### src/rtl/wr_pps_monitor_if.sv
// wr_pps_monitor_if
//   Bundles the PPS monitor's data-path signals so that the monitor and its
//   driver share a single port. clk/reset stay as plain ports on the monitor.
//   master : the side that drives pps_i, tm_tai_i, clear_i and snap_i, and
//            reads back the counters.
//   slave  : the monitor itself.
//   Signals:
//     pps_i          PPS level (synchronous to the system clock)
//     tm_tai_i       current TAI seconds
//     clear_i        synchronous clear of the pps/clk/err counters
//     snap_i         snapshot request
//     pps_count_o    PPS rising edges seen (wraps)
//     clk_count_o    free-running cycle count (wraps)
//     period_o       last scored PPS-to-PPS period in cycles
//     period_valid_o period_o holds at least one scored measurement
//     tai_at_pps_o   TAI seconds latched at the last PPS edge
//     locked_o       enough consecutive good periods seen
//     missing_o      PPS timed out since the last edge
//     err_count_o    bad periods plus timeouts (saturates)
//     snap_*_o       snapshot of pps/clk/err counters
//     snap_valid_o   one-cycle pulse when the snapshot registers update
interface wr_pps_monitor_if #(
    parameter int CNT_WIDTH = 32,
    parameter int TAI_WIDTH = 10
);
    logic                 pps_i;
    logic [TAI_WIDTH-1:0] tm_tai_i;
    logic                 clear_i;
    logic                 snap_i;
    logic [CNT_WIDTH-1:0] pps_count_o;
    logic [CNT_WIDTH-1:0] clk_count_o;
    logic [CNT_WIDTH-1:0] period_o;
    logic                 period_valid_o;
    logic [TAI_WIDTH-1:0] tai_at_pps_o;
    logic                 locked_o;
    logic                 missing_o;
    logic [CNT_WIDTH-1:0] err_count_o;
    logic [CNT_WIDTH-1:0] snap_pps_o;
    logic [CNT_WIDTH-1:0] snap_clk_o;
    logic [CNT_WIDTH-1:0] snap_err_o;
    logic                 snap_valid_o;

    modport master (
        output pps_i, tm_tai_i, clear_i, snap_i,
        input  pps_count_o, clk_count_o, period_o, period_valid_o,
               tai_at_pps_o, locked_o, missing_o, err_count_o,
               snap_pps_o, snap_clk_o, snap_err_o, snap_valid_o
    );

    modport slave (
        input  pps_i, tm_tai_i, clear_i, snap_i,
        output pps_count_o, clk_count_o, period_o, period_valid_o,
               tai_at_pps_o, locked_o, missing_o, err_count_o,
               snap_pps_o, snap_clk_o, snap_err_o, snap_valid_o
    );
endinterface

### src/rtl/wr_pps_monitor.sv
// wr_pps_monitor
//   PPS and system-clock health monitor. Counts PPS rising edges and clock
//   cycles, measures every PPS-to-PPS period, declares lock after LOCK_COUNT
//   consecutive good periods, flags a missing PPS on timeout, accumulates
//   errors, latches TAI seconds at each PPS, and offers an atomic
//   snapshot / clear for software readout.
//   Ports:
//     clk_sys_i  system clock, all logic on its rising edge
//     reset_n_i  asynchronous active-low reset
//     mon        wr_pps_monitor_if.slave (inputs pps/tai/clear/snap, all
//                registered status and counter outputs)
module wr_pps_monitor #(
    parameter int CNT_WIDTH       = 32,
    parameter int TAI_WIDTH       = 10,
    parameter int EXPECTED_CYCLES = 62500000,
    parameter int TOLERANCE       = 16,
    parameter int LOCK_COUNT      = 4
) (
    input  logic              clk_sys_i,
    input  logic              reset_n_i,
    wr_pps_monitor_if.slave   mon
);

    localparam int RUN_W  = $clog2(LOCK_COUNT + 1);
    localparam int LO_INT = (EXPECTED_CYCLES > TOLERANCE) ? (EXPECTED_CYCLES - TOLERANCE) : 0;

    // Good-period window compared one bit wider than the counters so the
    // bounds can never alias around the counter width.
    localparam logic [CNT_WIDTH:0]   LO_LIM      = (CNT_WIDTH+1)'(LO_INT);
    localparam logic [CNT_WIDTH:0]   HI_LIM      = (CNT_WIDTH+1)'(EXPECTED_CYCLES + TOLERANCE);
    localparam logic [CNT_WIDTH-1:0] TIMEOUT_VAL = CNT_WIDTH'(EXPECTED_CYCLES + TOLERANCE + 1);
    localparam logic [CNT_WIDTH-1:0] CNT_MAX     = '1;
    localparam logic [CNT_WIDTH-1:0] CNT_ONE     = CNT_WIDTH'(1);
    localparam logic [RUN_W-1:0]     RUN_FULL    = RUN_W'(LOCK_COUNT);

    typedef enum logic {ARMED = 1'b0, TRACK = 1'b1} state_t;

    state_t               state_reg, state_next;
    logic                 pps_d_reg;
    logic [CNT_WIDTH-1:0] ival_reg;
    logic [RUN_W-1:0]     run_reg;
    logic [CNT_WIDTH-1:0] pps_count_reg, clk_count_reg, err_count_reg, period_reg;
    logic [CNT_WIDTH-1:0] snap_pps_reg, snap_clk_reg, snap_err_reg;
    logic [TAI_WIDTH-1:0] tai_reg;
    logic                 period_valid_reg, locked_reg, missing_reg, snap_valid_reg;

    logic                 pps_edge, timeout_hit, period_good;
    logic                 score, timeout, err_inc;
    logic [RUN_W-1:0]     run_inc;

    assign pps_edge    = mon.pps_i & ~pps_d_reg;
    assign timeout_hit = (ival_reg == TIMEOUT_VAL);
    assign period_good = ({1'b0, ival_reg} >= LO_LIM) && ({1'b0, ival_reg} <= HI_LIM);
    assign run_inc     = (run_reg == RUN_FULL) ? run_reg : run_reg + RUN_W'(1);
    assign err_inc     = (score & ~period_good) | timeout;

    // ---------------- FSM: state register ----------------
    always_ff @(posedge clk_sys_i or negedge reset_n_i) begin
        if (!reset_n_i) begin
            state_reg <= ARMED;
        end else begin
            state_reg <= state_next;
        end
    end

    // ---------------- FSM: next state ----------------
    // An edge always wins over a coincident timeout.
    always_comb begin
        state_next = state_reg;
        if (pps_edge) begin
            state_next = TRACK;
        end else if (timeout_hit) begin
            state_next = ARMED;
        end
    end

    // ---------------- FSM: decoded actions ----------------
    // Only edges seen while tracking have a reference edge, so only those
    // are scored; the first edge after ARMED just re-establishes one.
    always_comb begin
        score   = 1'b0;
        timeout = 1'b0;
        if (pps_edge) begin
            score = (state_reg == TRACK);
        end else begin
            timeout = timeout_hit;
        end
    end

    // ---------------- Datapath ----------------
    always_ff @(posedge clk_sys_i or negedge reset_n_i) begin
        if (!reset_n_i) begin
            pps_d_reg        <= 1'b0;
            ival_reg         <= '0;
            run_reg          <= '0;
            pps_count_reg    <= '0;
            clk_count_reg    <= '0;
            err_count_reg    <= '0;
            period_reg       <= '0;
            period_valid_reg <= 1'b0;
            tai_reg          <= '0;
            locked_reg       <= 1'b0;
            missing_reg      <= 1'b0;
            snap_pps_reg     <= '0;
            snap_clk_reg     <= '0;
            snap_err_reg     <= '0;
            snap_valid_reg   <= 1'b0;
        end else begin
            pps_d_reg <= mon.pps_i;

            // Loading 1 on the edge makes ival read exactly t1-t0 at the next edge.
            if (pps_edge) begin
                ival_reg <= CNT_ONE;
            end else if (ival_reg != CNT_MAX) begin
                ival_reg <= ival_reg + CNT_ONE;
            end

            if (pps_edge) begin
                tai_reg     <= mon.tm_tai_i;
                missing_reg <= 1'b0;
            end

            if (score) begin
                period_reg       <= ival_reg;
                period_valid_reg <= 1'b1;
                if (period_good) begin
                    run_reg    <= run_inc;
                    locked_reg <= (run_inc == RUN_FULL);
                end else begin
                    run_reg    <= '0;
                    locked_reg <= 1'b0;
                end
            end

            if (timeout) begin
                missing_reg <= 1'b1;
                run_reg     <= '0;
                locked_reg  <= 1'b0;
            end

            // Clear takes priority over any same-cycle increment.
            if (mon.clear_i) begin
                pps_count_reg <= '0;
                clk_count_reg <= '0;
                err_count_reg <= '0;
            end else begin
                clk_count_reg <= clk_count_reg + CNT_ONE;
                if (pps_edge) begin
                    pps_count_reg <= pps_count_reg + CNT_ONE;
                end
                if (err_inc && (err_count_reg != CNT_MAX)) begin
                    err_count_reg <= err_count_reg + CNT_ONE;
                end
            end

            // Snapshot sees the pre-update, pre-clear values, so snap+clear
            // in one cycle is an atomic read-and-clear.
            snap_valid_reg <= mon.snap_i;
            if (mon.snap_i) begin
                snap_pps_reg <= pps_count_reg;
                snap_clk_reg <= clk_count_reg;
                snap_err_reg <= err_count_reg;
            end
        end
    end

    assign mon.pps_count_o    = pps_count_reg;
    assign mon.clk_count_o    = clk_count_reg;
    assign mon.period_o       = period_reg;
    assign mon.period_valid_o = period_valid_reg;
    assign mon.tai_at_pps_o   = tai_reg;
    assign mon.locked_o       = locked_reg;
    assign mon.missing_o      = missing_reg;
    assign mon.err_count_o    = err_count_reg;
    assign mon.snap_pps_o     = snap_pps_reg;
    assign mon.snap_clk_o     = snap_clk_reg;
    assign mon.snap_err_o     = snap_err_reg;
    assign mon.snap_valid_o   = snap_valid_reg;

endmodule

### src/flat_wrapper.sv
// flat-port wrapper written by rule: the top's interface ports become plain ports
module wr_pps_monitor_flat 
#(
    parameter int CNT_WIDTH       = 32,
    parameter int TAI_WIDTH       = 10,
    parameter int EXPECTED_CYCLES = 62500000,
    parameter int TOLERANCE       = 16,
    parameter int LOCK_COUNT      = 4
)
  (clk_sys_i, reset_n_i, mon_pps_i, mon_tm_tai_i, mon_clear_i, mon_snap_i, mon_pps_count_o, mon_clk_count_o, mon_period_o, mon_period_valid_o, mon_tai_at_pps_o, mon_locked_o, mon_missing_o, mon_err_count_o, mon_snap_pps_o, mon_snap_clk_o, mon_snap_err_o, mon_snap_valid_o);
  wr_pps_monitor_if #(.CNT_WIDTH(CNT_WIDTH), .TAI_WIDTH(TAI_WIDTH)) mon_i ();
  input  logic clk_sys_i;
  input  logic reset_n_i;
  input wire logic [$bits(mon_i.pps_i)-1:0] mon_pps_i;
  input wire logic [$bits(mon_i.tm_tai_i)-1:0] mon_tm_tai_i;
  input wire logic [$bits(mon_i.clear_i)-1:0] mon_clear_i;
  input wire logic [$bits(mon_i.snap_i)-1:0] mon_snap_i;
  output wire logic [$bits(mon_i.pps_count_o)-1:0] mon_pps_count_o;
  output wire logic [$bits(mon_i.clk_count_o)-1:0] mon_clk_count_o;
  output wire logic [$bits(mon_i.period_o)-1:0] mon_period_o;
  output wire logic [$bits(mon_i.period_valid_o)-1:0] mon_period_valid_o;
  output wire logic [$bits(mon_i.tai_at_pps_o)-1:0] mon_tai_at_pps_o;
  output wire logic [$bits(mon_i.locked_o)-1:0] mon_locked_o;
  output wire logic [$bits(mon_i.missing_o)-1:0] mon_missing_o;
  output wire logic [$bits(mon_i.err_count_o)-1:0] mon_err_count_o;
  output wire logic [$bits(mon_i.snap_pps_o)-1:0] mon_snap_pps_o;
  output wire logic [$bits(mon_i.snap_clk_o)-1:0] mon_snap_clk_o;
  output wire logic [$bits(mon_i.snap_err_o)-1:0] mon_snap_err_o;
  output wire logic [$bits(mon_i.snap_valid_o)-1:0] mon_snap_valid_o;
  assign mon_i.pps_i = mon_pps_i;
  assign mon_i.tm_tai_i = mon_tm_tai_i;
  assign mon_i.clear_i = mon_clear_i;
  assign mon_i.snap_i = mon_snap_i;
  assign mon_pps_count_o = mon_i.pps_count_o;
  assign mon_clk_count_o = mon_i.clk_count_o;
  assign mon_period_o = mon_i.period_o;
  assign mon_period_valid_o = mon_i.period_valid_o;
  assign mon_tai_at_pps_o = mon_i.tai_at_pps_o;
  assign mon_locked_o = mon_i.locked_o;
  assign mon_missing_o = mon_i.missing_o;
  assign mon_err_count_o = mon_i.err_count_o;
  assign mon_snap_pps_o = mon_i.snap_pps_o;
  assign mon_snap_clk_o = mon_i.snap_clk_o;
  assign mon_snap_err_o = mon_i.snap_err_o;
  assign mon_snap_valid_o = mon_i.snap_valid_o;
  wr_pps_monitor #(.CNT_WIDTH(CNT_WIDTH), .TAI_WIDTH(TAI_WIDTH), .EXPECTED_CYCLES(EXPECTED_CYCLES), .TOLERANCE(TOLERANCE), .LOCK_COUNT(LOCK_COUNT)) u_core (.clk_sys_i(clk_sys_i), .reset_n_i(reset_n_i), .mon(mon_i));
endmodule
### config.mk
export PLATFORM = sky130hd
export DESIGN_NAME = wr_pps_monitor_flat
export DESIGN_NICKNAME = d
export VERILOG_FILES = /design/src/rtl/wr_pps_monitor_if.sv /design/src/rtl/wr_pps_monitor.sv /design/src/flat_wrapper.sv
export SDC_FILE = /design/constraint.sdc
export NUM_CORES = 1
export LEC_CHECK = 0
export ABC_AREA = 0
export BUFFER_PORTS_ARGS = -buffer_cell sky130_fd_sc_hd__clkbuf_2
export CORE_ASPECT_RATIO = 0.8
export CORE_UTILIZATION = 40
export CTS_BUF_LIST = sky130_fd_sc_hd__clkbuf_4 sky130_fd_sc_hd__clkbuf_8
export DETAILED_ROUTE_END_ITERATION = 7
export PLACE_DENSITY = 0.61
export SYNTH_ARGS = -nofsm -noshare
export SYNTH_HDL_FRONTEND = slang
export SYNTH_SLANG_ARGS = --single-unit
### constraint.sdc
create_clock -name clk_sys_i -period 2.55 [get_ports clk_sys_i]
set_input_delay 0 -clock clk_sys_i [delete_from_list [all_inputs] [get_ports clk_sys_i]]
set_output_delay 0 -clock clk_sys_i [all_outputs]
set_load 0.01 [all_outputs]
# Yosys cells after proc, flatten, opt, wreduce, memory -nomap -nowiden
# Cells that the tools add are included.
# classes
n_addsub	5
magnitude_cmp	2
n_eq_ne	5
n_mux	20
bitwise_logic	5
reduce_logical	8
# ops
cell	n
2-to-1 mux 32 bit	7
adder 32 x 1 -> 32 bit, second input constant	4
!= test 32 bit, second input constant	2
equality test 32 x 26 -> 1 bit, second input constant	1
greater-or-equal comparator 32 x 26 -> 1 bit, second input constant	1
less-or-equal comparator 32 x 26 -> 1 bit, second input constant	1
2-to-1 mux 3 bit	4
nonzero test 2 bit	6
2-to-1 mux 1 bit	9
equality test 3 bit, second input constant	2
adder 3 x 1 -> 3 bit, second input constant	1
bitwise AND 1 bit	2
logical AND 1 bit	2
inverter 1 bit	2
bitwise OR 1 bit	1
# totals
regBits	275
input_bits	15
output_inout_bits	238
elab_cells	61

# Depth between registers and ports, before layout
# Gate-level depths: netlist (run 1).
# logic_depth
ltp_word	8
mapped_depth	11
ltp_nobuf	7

# Worst setup path after synthesis (run 1)
# OpenSTA, ideal clock, no wires.
# synth_timing
kind	register -> register
startpoint	register u_core.err_count_reg[0], in the netlist u_core.mon.err_count_o[0]
endpoint	register u_core.err_count_reg[25], in the netlist u_core.mon.err_count_o[25]
setup_time_ps	78
arrival_ps	2352
required_time_ps	2472
slack_ps	120
path_stages_with_launch	11
path_buffers	3
synth_period_minus_slack_ps	2430
path_cell_list	dfrtp_1 -> ha_1 -> and4_1 -> clkbuf_1 -> and4_1 -> clkbuf_1 -> nand3_2 -> clkbuf_1 -> nand4_1 -> or4_1 -> a21oi_1
# synth_via
elab_chain_cells	3
elab_cells_between_ends	6
classes_between	add/sub (1); eq/ne (1); mux (2); reduce/logical (2)
# synth_rtl
item	line	rtl
start, declared	wr_pps_monitor.sv:42	logic [CNT_WIDTH-1:0] pps_count_reg, clk_count_reg, err_count_reg, period_reg;
start signal, assigned	wr_pps_monitor.sv:152	err_count_reg <= err_count_reg + CNT_ONE;
adder 32 x 1 -> 32 bit or != test 32 bit (tied branches)	wr_pps_monitor.sv:152, wr_pps_monitor.sv:151	
2-to-1 mux 32 bit or logical AND 1 bit (tied branches)	wr_pps_monitor.sv:151	if (err_inc && (err_count_reg != CNT_MAX)) begin
2-to-1 mux 32 bit or nonzero test 2 bit (tied branches)	--	
# Parallel ways exist; a longest one is shown, timed or not. The select of a mux whose other input is x is not followed.
# A chain may end at the register's enable or synchronous reset.

# Final worst setup path (run 1)
# layout_timing
startpoint	register u_core.ival_reg[6]
endpoint	register u_core.err_count_reg[26], in the netlist u_core.mon.err_count_o[26]
# layout_via
elab_chain_cells	7
elab_cells_between_ends	10
classes_between	order compare (2); eq/ne (1); mux (1); bitwise (3); reduce/logical (3)
# layout_rtl
item	line	rtl
start, declared	wr_pps_monitor.sv:40	logic [CNT_WIDTH-1:0] ival_reg;
start signal, assigned	wr_pps_monitor.sv:115	ival_reg <= ival_reg + CNT_ONE;
greater-or-equal comparator 32 x 26 -> 1 bit or less-or-equal comparator 32 x 26 -> 1 bit (tied branches)	wr_pps_monitor.sv:53	assign period_good = ({1'b0, ival_reg} >= LO_LIM) && ({1'b0, ival_reg} <= HI_LIM);
logical AND 1 bit	wr_pps_monitor.sv:53	
inverter 1 bit	wr_pps_monitor.sv:55	assign err_inc = (score & ~period_good) | timeout;
bitwise AND 1 bit	wr_pps_monitor.sv:55	
bitwise OR 1 bit *	wr_pps_monitor.sv:55	
logical AND 1 bit *	wr_pps_monitor.sv:151	
nonzero test 2 bit (no source line) *	--	
# Mark *: on every way between the ends. The rest lies on a longest branch, timed or not.

==> results.txt, run 1 <==
- Entering global routing, the biggest net connects 98 pins.
* Power density over the cells: 597 mW/mm2
* Number of flops mapped to enable cells by yosys: 0
- Compared with the post-synthesis result, the final layout area differs by 24.8%.
- Min-delay worst type: input pin to asynchronous set/reset pin
- Total clock sinks: 275
- In the final routed layout, each cell accounts on average for 16.4 um.
* Total routed wirelength: 31.1 mm
- DRC violations left: 0
- In this run the clock root is driven by a sky130_fd_sc_hd__clkbuf_8.
* Total power: 9.20 mW
* Fraction of layout instances using a drive strength above 1: 0.336
* TritonRoute pass-1 iters: 4
- Post-synthesis instance area: 0.0124 mm2
* Layout net count: 1,476
- Critical path, cell by cell: or3_4 -> nor4b_4 -> and3_4 -> o21ai_4 -> nor4_1 -> mux2_2
- Mapped Cells: 1,160
- Once layout is complete, the utilization of the core stands at 0.508.
- In the routed layout, each cell is associated on average with a via count of 5.09.
* Leakage power figure: 7.70 nW
- Worst hold slack: 0.0491 ns
- Slowest cell on the critical path: sky130_fd_sc_hd__or3_4
- Setup repair after global routing could not meet its margin everywhere.
- Once placement completed, the tool counted placed cells totaling 1,802.
- Maximum clock rate: 0.403 GHz
- Of the post-synthesis cell area, the dominant cell type holds 0.557.
- Post-Syn Area per Cell: 10.7 um2
* Max-cap violation count: 0
- Setup violations remaining at the end of the flow were counted as 0.
- Area occupied by multi-input gates: 0.00523 mm2
- The detailed router placed 9,659 vias in this run.
- Beginning of the worst register-to-register path: u_core.ival_reg[6]$_DFFE_PN0P_
* Count of input and output buffers: 252
- TritonCTS built the clock tree.
* Non-filler cells, final: 1,898
- Outcome: finished, final reports clean
- Ports: 253
* Leading register cell type out of synthesis: sky130_fd_sc_hd__dfrtp_1
- Internal power comes to 6.97 mW.
- The share of total power dissipated in the clock network is 0.444.
- Buffer count from post-CTS setup fixing: 0
* Post-route cell area: 0.0154 mm2
- GRT Total Usage: 0.203
- The synthesized design contains 275 register bits.
* Final Hold Vio Count: 0
- STA classifies the critical path startpoint as a register.
- Tightest Pin Transition: 0.857 ns
- Max VDD drop: 326 uV
- The worst register-to-register path ends at u_core.mon.err_count_o[26]$_DFFE_PN0P_.
- Clock latency at the later pin of the worst-skew pair: 0.57 ns
- Endpoint required time on the critical path: 2.99 ns
- At the worst endpoint, the arrival time is 2.92 ns.
- Critical Path End Type: register
- Ys async rst share: 1.00
- Crit path time final: 2.48 ns
* Top post-synthesis cells by area: sky130_fd_sc_hd__dfrtp_1 (56%), sky130_fd_sc_hd__mux2_2 (9.5%), sky130_fd_sc_hd__nand2_1 (5.6%)
- Measured along the y axis, the die boundary spans 159 um.
* Fraction of the cycle the final worst path needs: 0.974
- Wire length of the first global-routing pass: 51.8 mm
* Post-placement cell area: 0.0143 mm2
- Initial antenna violation count: 1
* Total half-perimeter wirelength after legalization and detailed placement: 20.8 mm
* Total of warnings raised by yosys: 0
- The largest total area in the synthesized netlist belongs to sky130_fd_sc_hd__dfrtp_1.
- Standard-cell row count: 57
* CTS H-tree lvls: 2
* Setup clock skew after layout: 0.0167 ns
- Sequential cell area in the final layout: 0.00688 mm2
- Critical Path Max Stage Delay: 0.40 ns
- The core region is 0.0304 mm2.
- The die covers 0.0316 mm2.
* Filler cell count in the final layout: 2,838
- The clock passes through at most 3 buffers.
- Detailed router's first-iteration violation count: 514
- Clock-pin slew was measured on the worst setup and hold paths at 0.06 ns.
- Counting the buffers created by CTS gives 47.
- The count of nets left with antenna violations once routing finished came out at 0.
- Number of cell instances on the worst register-to-register path: 6
- Setup slack on the worst reg-to-reg path comes out at 0.07 ns.
- Register share of total power: 0.490
- Net count of the mapped netlist: 1,183
* Initial Utilization: 0.407
- Worst max-slew margin expressed relative to the limit: 0.426
* GPL Wtd Cong: 0.809
* Switch share: 0.243
- The number of max-slew violations in the final report was 0.
- Critical Setup Path Class: register to register
- Sequential fraction of the synthesis area: 0.557
- Critical path launch point: u_core.ival_reg[6]$_DFFE_PN0P_
- Die Width: 199 um
- Largest fanout of any net on the critical path: 36
- Synthesis instantiated 58 different standard cells from the library.
- The total overflow left after global routing is 0.
- The via count of the first global-routing pass came to 9,509.
* Combinational power share: 0.066
* Switching power: 2.24 mW
- In this run the worst setup path terminates at u_core.mon.err_count_o[26]$_DFFE_PN0P_.
-- cell type report --
type | instances | area share
Antenna cell | 1 | 0.000162
Clock buffer | 72 | 0.0573
Clock inverter | 8 | 0.00470
Inverter | 8 | 0.00195
Multi-Input combinational cell | 813 | 0.339
Sequential cell | 275 | 0.446
Tap cell | 413 | 0.0335
Timing Repair Buffer | 308 | 0.118
-- cells in the mapped netlist, drive strengths merged, types with 3 or more instances --
cell type	instances
and4	13
dfrtp	275
or4	20
xnor2	32
nor2	118
xor2	49
nand2b	3
or2	4
o21ai	17
nor2b	10
mux2	104
nor3	18
clkbuf	40
and2	6
o31ai	21
nand3	46
nor4b	3
buf	24
nand4	28
a21o	3
ha	8
nand2	184
nor4	20
or3	16
inv	8
a21oi	37
and3	25
nand3b	3
-- layer usage --
layer / vias up / share of wire / track usage
met5: - / 0 / 0
met4: 0 / 0.021 / 0.0594
met3: 49 / 0.053 / 0.0455
met2: 237 / 0.44 / 0.303
met1: 4757 / 0.48 / 0.295
li1: 4616 / - / -
-- layout by cell type (no fill, tap or decap), types with 3 or more instances in the layout --
master                          Yosys  routed
sky130_fd_sc_hd__o31ai_1           21      21
sky130_fd_sc_hd__nor4_1            19      15
sky130_fd_sc_hd__and2_1             5       5
sky130_fd_sc_hd__buf_4              1      38
sky130_fd_sc_hd__clkbuf_4           0      17
sky130_fd_sc_hd__nor3_1            18      17
sky130_fd_sc_hd__or2_2              4       4
sky130_fd_sc_hd__a21o_1             3       3
sky130_fd_sc_hd__xor2_1            49      49
sky130_fd_sc_hd__clkinvlp_4         0       3
sky130_fd_sc_hd__or3_1             15      15
sky130_fd_sc_hd__and3_1            24      24
sky130_fd_sc_hd__and4_1            13      13
sky130_fd_sc_hd__buf_12             0       5
sky130_fd_sc_hd__nor2_1           118     117
sky130_fd_sc_hd__xnor2_1           32      32
sky130_fd_sc_hd__clkbuf_2           0     249
sky130_fd_sc_hd__nand3b_1           3       3
sky130_fd_sc_hd__ha_1               8       8
sky130_fd_sc_hd__nand2_1          184     184
sky130_fd_sc_hd__dfrtp_1          275     275
sky130_fd_sc_hd__nand2b_1           3       3
sky130_fd_sc_hd__a21oi_1           37      37
sky130_fd_sc_hd__clkinv_2           0       4
sky130_fd_sc_hd__inv_1              8       8
sky130_fd_sc_hd__nor4_2             1       4
sky130_fd_sc_hd__dlygate4sd3_1      0      14
sky130_fd_sc_hd__clkbuf_8           0      55
sky130_fd_sc_hd__nor2b_1           10       9
sky130_fd_sc_hd__or4_1             20      20
sky130_fd_sc_hd__nand3_1           45      45
sky130_fd_sc_hd__o21ai_0           16      16
sky130_fd_sc_hd__mux2_2           104     104
sky130_fd_sc_hd__nand4_1           27      27
-- worst min path at each step --
stage / from / cells after the start / end / slack (ns)
5_1_grt: reset_n_i / 3 / u_core.mon.clk_count_o[23]$_DFF_PN0_ / 0.05
3_3_place_gp: reset_n_i / 1 / u_core.mon.snap_clk_o[16]$_DFFE_PN0P_ / -0.05
2_1_floorplan: reset_n_i / 0 / u_core.ival_reg[0]$_DFFE_PN0P_ / -0.30
3_5_place_dp: reset_n_i / 1 / u_core.mon.clk_count_o[20]$_DFF_PN0_ / -0.05
4_1_cts: reset_n_i / 3 / u_core.mon.clk_count_o[22]$_DFF_PN0_ / 0.02
6_report: reset_n_i / 3 / u_core.mon.snap_clk_o[16]$_DFFE_PN0P_ / 0.05
-- what timing repair did --
action                                  CTS  global route
hold buffers                             15             0
gates resized for setup                   0             6
hold endpoints to repair                333             0
endpoints found under the setup margin    0            27
-- metrics by stage --
step / TNS (ns) / worst slack, ns
4_1_cts: 0 / 0.0434
3_3_place_gp: 0 / 0.0815
3_5_place_dp: 0 / 0.0752
6_report: 0 / 0.0659
5_1_grt: -0.194 / -0.0625
2_1_floorplan: 0 / 0.120
-- power groups by stage --
stage	Clock (mW)	Sequential [mW]	Combinational [mW]
floorplan	0	4.62	0.260
global placement	0	4.59	0.588
detailed placement	0	4.59	0.592
CTS	4.24	4.51	0.618
global route	4.44	4.52	0.678
finish	4.09	4.51	0.604
-- critical path, delay by kind of cell, from the launching register on --
kind	cells	cell delay, ns
compound gates	1	0.23
flops	1	0.38
mux	1	0.37
simple gates	4	1.35
-- cell families after synthesis --
family / Yosys count / synth area share
flops: 275 / 0.557
fa+ha+maj: 8 / 0.00810
xor+xnor: 81 / 0.0574
compound gates: 96 / 0.0496
buf+inv: 72 / 0.0247
simple gates: 523 / 0.208
mux: 105 / 0.0955
No activity file was read; power rests on OpenSTA's default activity.
==> run 2: changes to the inputs <==
--- a/config.mk
+++ b/config.mk
@@ -9,8 +9,8 @@
 export BUFFER_PORTS_ARGS = -buffer_cell sky130_fd_sc_hd__clkbuf_2
 export CORE_ASPECT_RATIO = 0.8
 export CORE_UTILIZATION = 40
-export CTS_BUF_LIST = sky130_fd_sc_hd__clkbuf_4 sky130_fd_sc_hd__clkbuf_8
 export DETAILED_ROUTE_END_ITERATION = 7
+export HOLD_SLACK_MARGIN = 0.08
 export PLACE_DENSITY = 0.61
 export SYNTH_ARGS = -nofsm -noshare
 export SYNTH_HDL_FRONTEND = slang
==> run 2 against run 1 <==
Worst setup slack better by 0.058 ns. Fmax increased by 2.4%. Utilization fell by 0.062 points. Non-clock buffer count rose by 1. Worst hold slack better by 0.13 ns. Sequential share of layout area up 0.054 points. Cell count fell by 1.5%. Global-route usage down 0.28 points. Sequential power barely moved. Register-to-register slack better by 0.06 ns. Clock power barely moved. Cell area is 0.12% lower. Critical path type unchanged. Critical endpoint unchanged.
==> results.txt, run 2 (synthesis gave the netlist of run 1 again) <==
- Clock tree synthesis selected as its root buffer the cell sky130_fd_sc_hd__clkbuf_16.
- Largest delay contributor family on the critical path: simple AND/OR/NAND/NOR gates
* Via count of the first global-routing pass: 9,401 (-1.1%)
* Min-Delay Path Depth: 4
* Cts bufs inserted: 30 (-36%)
- The number of input and output port buffers inserted is 252 (unchanged).
- Fraction of the cycle the final worst path needs: 0.951 (-0.0228)
- The final setup violation count was 0 (unchanged).
- The maximum fanout along the worst path was 18 (-50%).
* Met2 WL: 13.9 mm (+0.92%)
- CTS tree: done
- The peak per-stage delay on the critical path was 0.41 ns (about the same).
* Setup WS post-layout: 0.124 ns (+0.0581 ns)
* Highest signal layer in the routed design: met4
- Total half-perimeter wirelength after legalization and detailed placement: 20.8 mm (unchanged)
* Number of cell instances on the worst register-to-register path: 6 (unchanged)
- Filler cell count in the final layout: 2,843 (+0.18%)
* Initial Utilization: 0.407 (unchanged)
* Worst hold start: mon_tm_tai_i[2]
* CTS H-tree lvls: 1 (-1)
- Buffer count from post-CTS setup fixing: 0 (unchanged)
* Remaining antenna violation count after routing: 0 (unchanged)
* Power density over the cells: 597 mW/mm2 (about the same)
* Critical path, cell by cell: or3_4 -> nor4b_4 -> and3_4 -> o21ai_4 -> nor4_1 -> mux2_2
- In this run the critical register-to-register path is captured at u_core.mon.err_count_o[26]$_DFFE_PN0P_.
- The transition time of the tightest slew-check pin was 0.887 ns (+0.0297 ns).
- The total global routing overflow is 0 (unchanged).
- Core area: 0.0304 mm2 (unchanged)
- The global-route wire length before repair came to 51.4 mm (-0.65%).
- The die outline height came to 159 um (unchanged).
- The data arrival time of the critical path was 2.86 ns (-0.06 ns).
* Worst max-slew margin expressed relative to the limit: 0.408 (-0.0177)
- Die Width: 199 um (unchanged)
- The highest clock rate was 0.412 GHz (+2.4%).
- The critical path in this run is classified as register to register.
- The buffer and inverter count on the worst path is 0 (unchanged).
- TritonRoute pass-1 iters: 5 (+1)
- The total power was 9.20 mW (about the same).
- The total number of placement rows came to 57 (unchanged).
* GPL Wtd Cong: 0.809 (unchanged)
* Ports: 253 (unchanged)
- Detailed router's first-iteration violation count: 510 (-0.78%)
* Detail-routed via count per cell: 5.12 (+0.63%)
- Area occupied by multi-input gates: 0.00524 mm2 (+0.29%)
- The worst register-to-register path begins at u_core.ival_reg[6]$_DFFE_PN0P_.
- Met1 Routed Length: 15.2 mm (+1.3%)
- Initial antenna violation count: 1 (unchanged)
* Maximum number of pins on one net before global-route repair: 98 (unchanged)
* Stages on worst setup path: 6 (unchanged)
* Sequential cell area in the final layout: 0.00688 mm2 (unchanged)
* Met3 wire len: 1.55 mm (-6.1%)
* Fin. max-slew vios: 0 (unchanged)
- The internal reg-to-reg setup slack came to 0.12 ns (+0.06 ns).
- Clock latency at the later pin of the worst-skew pair: 0.56 ns (about the same)
- Outcome: finished, final reports clean
- Kind of start point of the critical path: register
- The top cell types in the final layout, fill and taps aside, are sky130_fd_sc_hd__dfrtp_1 (275), sky130_fd_sc_hd__clkbuf_2 (249), sky130_fd_sc_hd__nand2_1 (184).
- GRT Total Usage: 0.200 (-0.00283)
* Crit path time final: 2.43 ns (-0.0581 ns)
* Wire length per cell: 16.7 um (+1.9%)
* Leakage power figure: 7.65 nW (-0.56%)
* Setup clock skew after layout: 0.0131 ns (-0.00363 ns)
* Layout net count: 1,461 (-1.0%)
- Max VDD drop: 514 uV (+58%)
- The area growth from synthesis to layout is 24.6%.
- For this design, the slowest cell found on the critical path is sky130_fd_sc_hd__or3_4.
* Endpoint required time on the critical path: 2.98 ns (about the same)
* Setup repair after global routing missed its margin: false
- The area of the die came to 0.0316 mm2 (unchanged).
- Final Hold Vio Count: 0 (unchanged)
- The buffer depth of the longest clock path was 3 (unchanged).
* Fraction of layout instances using a drive strength above 1: 0.318 (-0.0183)
- For hold timing, the worst endpoint is u_core.mon.tai_at_pps_o[2]$_DFFE_PN0P_.
- The worst setup path is captured at a register.
* Total clock sinks: 275 (unchanged)
- Min-delay worst type: input pin to register
* Post-place setup slack: 0.0752 ns (unchanged)
- The via total after detailed routing is 9,576 (-0.86%).
- Total routed wirelength: 31.2 mm (+0.36%)
- Leaving out fill and tap cells, the most frequent cell in the layout is sky130_fd_sc_hd__dfrtp_1.
- The setup TNS after final layout came to 0 ns (unchanged).
* Clock transition at the register clock pins on the worst setup and hold paths after CTS: 0.06 ns (about the same)
* Max-cap violation count: 0 (unchanged)
* DRC violations left: 0 (unchanged)
run 2: through the flow:
step	hold WS, ns	utilization	area (um2)	cells
after floorplan	-0.296	-	12400	1160
final	0.180	0.507	15400	1870
after global placement	-0.0507	0.470	14300	1802
after global routing	0.162	0.507	15400	1870
after CTS	0.149	0.505	15400	1868
after detailed placement	-0.0524	0.470	14300	1802
run 2: per-layer routing:
layer | vias up | GRT usage
met1 | 4751 | 0.296
met2 | 207 | 0.306
met5 | - | 0
li1 | 4582 | -
met3 | 36 | 0.0394
met4 | 0 | 0.0388
run 2: how the worst max path moves through the flow:
| stage | end | slack (ns) | from |
|---|---|---|---|
| finish | u_core.mon.err_count_o[26]$_DFFE_PN0P_ | 0.12 | u_core.ival_reg[6]$_DFFE_PN0P_ |
| floorplan | u_core.mon.err_count_o[25]$_DFFE_PN0P_ | 0.12 | u_core.mon.err_count_o[0]$_DFFE_PN0P_ |
| global placement | u_core.mon.err_count_o[15]$_DFFE_PN0P_ | 0.08 | u_core.ival_reg[17]$_DFFE_PN0P_ |
| global route | u_core.mon.err_count_o[13]$_DFFE_PN0P_ | 0.01 | u_core.ival_reg[6]$_DFFE_PN0P_ |
| CTS | u_core.mon.err_count_o[13]$_DFFE_PN0P_ | 0.04 | u_core.ival_reg[17]$_DFFE_PN0P_ |
| detailed placement | u_core.mon.err_count_o[15]$_DFFE_PN0P_ | 0.08 | u_core.ival_reg[17]$_DFFE_PN0P_ |
run 2: repair_timing:
item,CTS,global route
hold buffers,16,0
endpoints found under the setup margin,0,25
hold endpoints to repair,340,0
resized for setup,0,7
run 2: tightest hold or removal path, cell delays in order:
cell and delay (ns):
sky130_fd_sc_hd__dlygate4sd3_1 0.52, sky130_fd_sc_hd__clkbuf_2 0.09, sky130_fd_sc_hd__nand2_1 0.04, sky130_fd_sc_hd__nand2_1 0.05
run 2: report_power, final:
part	switching, mW	total [mW]	internal (mW)
registers	0.0628	4.51	4.45
clock network	1.71	4.08	2.37
logic	0.388	0.607	0.218
total	2.16	9.20	7.04
run 2: area by class of cell:
cell class	count	share of cell area
antenna	1	0.000162
clock buffer	45	0.0577
clock inverter	5	0.00162
inverter	8	0.00195
multi-input combinational	814	0.340
sequential	275	0.447
tap	413	0.0335
timing repair buffer	309	0.118
==> run 3: changes to the inputs <==
--- a/config.mk
+++ b/config.mk
@@ -11,6 +11,7 @@
 export CORE_UTILIZATION = 40
 export DETAILED_ROUTE_END_ITERATION = 7
 export HOLD_SLACK_MARGIN = 0.08
+export MAX_ROUTING_LAYER = met4
 export PLACE_DENSITY = 0.61
 export SYNTH_ARGS = -nofsm -noshare
 export SYNTH_HDL_FRONTEND = slang
==> run 3 against run 2 <==
Power about the same. Critical path depth unchanged. Worst hold slack better by 0.00064 ns. Sequential cell count unchanged. Utilization about the same. First-iteration DRC count up 9.8%. Non-clock buffer count unchanged. Largest power group unchanged. Highest routed layer unchanged.
==> results.txt, run 3 (synthesis gave the netlist of run 1 again) <==
* Clk Tree Root Cell: sky130_fd_sc_hd__clkbuf_16
* Worst hold slack: 0.181 ns (+0.000637 ns)
* Ports: 253 (unchanged)
- The required time at the worst-slack endpoint is 2.98 ns (about the same).
* Fraction of the cycle the final worst path needs: 0.977 (+0.0259)
* Slowest cell on the critical path: sky130_fd_sc_hd__or3_4
- The routed wire length was 30.8 mm (-1.2%).
* Initial Utilization: 0.407 (unchanged)
- The worst setup path is captured at a register.
- GPL Wtd Cong: 0.821 (+1.5%)
- The antenna violation net count after detailed routing is 0 (unchanged).
- The post-layout minimum cycle time came to 2.49 ns (+0.0661 ns).
- The maximum fanout along the worst path came to 36 (+18).
- Fraction of layout instances using a drive strength above 1: 0.318 (-0.000469)
* Die area: 0.0316 mm2 (unchanged)
- Total clock sinks: 275 (unchanged)
- Post-route cell area: 0.0154 mm2 (about the same)
- The transition time of the tightest slew-check pin is 0.893 ns (+0.00628 ns).
- Kind of start point of the critical path: register
- CTS tree: done
- The initial antenna violation count is 1 (unchanged).
- The clock tree skew after final layout was 0.0113 ns (-0.00180 ns).
- Wire length per cell: 16.5 um (-1.1%)
- The worst max-slew margin expressed relative to the limit came to 0.402 (-0.00637).
* Detailed router's first-iteration violation count: 560 (+9.8%)
- Maximum clock rate: 0.401 GHz (-2.7%)
- Clock transition at the register clock pins on the worst setup and hold paths after CTS: 0.06 ns (about the same)
- Layout net count: 1,460 (-0.068%)
* Post-layout util: 0.507 (about the same)
- Max-cap violation count: 0 (unchanged)
* Setup repair after global routing missed its margin: true
* Leakage power figure: 7.65 nW (about the same)
- In the layout the commonest cells are sky130_fd_sc_hd__dfrtp_1 (275), sky130_fd_sc_hd__clkbuf_2 (249), sky130_fd_sc_hd__nand2_1 (184).
- The layout overhead on the synthesized area is 24.6% (about the same).
- The final setup violation count came to 0 (unchanged).
- The number of hold-slack violations in the final timing report came to 0 (unchanged).
- The HPWL after detailed placement was 20.8 mm (unchanged).
- The run finished with clean final reports.
- Most common cell after layout, fill and taps aside: sky130_fd_sc_hd__dfrtp_1
- TritonRoute pass-1 iters: 4 (-1)
- The remaining routing DRC violations came to 0 (unchanged).
- Final global-route overflow total: 0 (unchanged)
- Die Width: 199 um (unchanged)
* Clock latency at the later pin of the worst-skew pair: 0.55 ns (about the same)
- Standard-cell row count: 57 (unchanged)
- The number of max-slew violations in the final report came to 0 (unchanged).
- Wire length of the first global-routing pass: 51.4 mm (about the same)
- Maximum number of pins on one net before global-route repair: 98 (unchanged)
- Post-placement cell area: 0.0143 mm2 (unchanged)
- The data arrival time of the critical path came to 2.93 ns (+0.07 ns).
* Max clock buf depth: 3 (unchanged)
* Die outline height: 159 um (unchanged)
- The via total after detailed routing is 9,594 (+0.19%).
- The number of input and output port buffers inserted was 252 (unchanged).
- The peak per-stage delay on the critical path was 0.41 ns (about the same).
* Cts bufs inserted: 30 (unchanged)
- The detailed-route vias per instance was 5.13 (+0.24%).
- Power density over the cells: 597 mW/mm2 (about the same)
- The via count of the first global-routing pass is 9,408 (+0.074%).
- GRT Total Usage: 0.207 (+0.00626)
* Core area: 0.0304 mm2 (unchanged)
- Critical Setup Path Class: register to register
- Max VDD drop: 511 uV (-0.54%)
* Critical path, cell by cell: or3_4 -> nor4b_4 -> and3_4 -> o21ai_4 -> nor4_1 -> mux2_2
- The min-delay analysis places its worst path in the category input pin to register.
* CTS H-tree lvls: 1 (unchanged)
==> run 3: final timing paths <==
kind | cells after the start | endpoint | from | slack [ns]
max | 6 | u_core.mon.err_count_o[26]$_DFFE_PN0P_ | u_core.ival_reg[6]$_DFFE_PN0P_ | 0.06
min | 4 | u_core.mon.tai_at_pps_o[2]$_DFFE_PN0P_ | mon_tm_tai_i[2] | 0.18
max reg2reg | 6 | u_core.mon.err_count_o[26]$_DFFE_PN0P_ | u_core.ival_reg[6]$_DFFE_PN0P_ | 0.06
min reg2reg | 2 | u_core.mon.period_o[9]$_DFFE_PN0P_ | u_core.mon.period_o[9]$_DFFE_PN0P_ | 0.47
max in group asynchronous | 4 | u_core.ival_reg[14]$_DFFE_PN0P_ | reset_n_i | 1.46
min in group asynchronous | 4 | u_core.mon.snap_clk_o[18]$_DFFE_PN0P_ | reset_n_i | 0.58
==> run 3: stage by stage <==
stage	setup WS (ns)	TNS (ns)	std cells	total power, mW
finish	0.0580	0	1869	9.20
global route	-0.0498	-0.200	1869	9.60
CTS	0.0412	0	1868	9.35
detailed placement	0.0752	0	1802	5.18
global placement	0.0815	0	1802	5.18
floorplan	0.120	0	1160	4.88
==> run 3: worst max-delay path, delay by kind of cell, from the launching register on <==
family / cells / cell delay (ns)
flops: 1 / 0.39
simple gates: 4 / 1.37
compound gates: 1 / 0.24
mux: 1 / 0.37
==> run 3: what timing repair did <==
item / 4_1_cts / 5_1_grt
hold buffers: 16 / 0
gates resized for setup: 0 / 7
setup endpoints to repair: 0 / 25
endpoints found under the hold margin: 340 / 0
buffers inserted: 0 / 0
==> run 3: layout make-up <==
type                            count  area [um2]
Tap cell                          413         517
Clock inverter                      5        25.0
Inverter                            8        30.0
Clock buffer                       45         888
Fill cell                        2844       15000
Timing Repair Buffer              309        1820
Antenna cell                        1        2.50
Sequential cell                   275        6880
Multi-Input combinational cell    813        5230
==> run 3: per-layer routing <==
metal | GRT usage | routed length, um | vias up
li1 | - | - | 4578
met1 | 0.297 | 15100 | 4756
met2 | 0.307 | 13700 | 222
met3 | 0.0369 | 1400 | 38
met4 | 0.0388 | 556 | 0
met5 | - | 0 | -
==> run 3: where the power goes <==
part	switching (mW)	leakage, nW	internal (mW)
logic	0.387	3.40	0.218
registers	0.0629	3.79	4.45
clock network	1.71	0.454	2.37
total	2.16	7.65	7.04
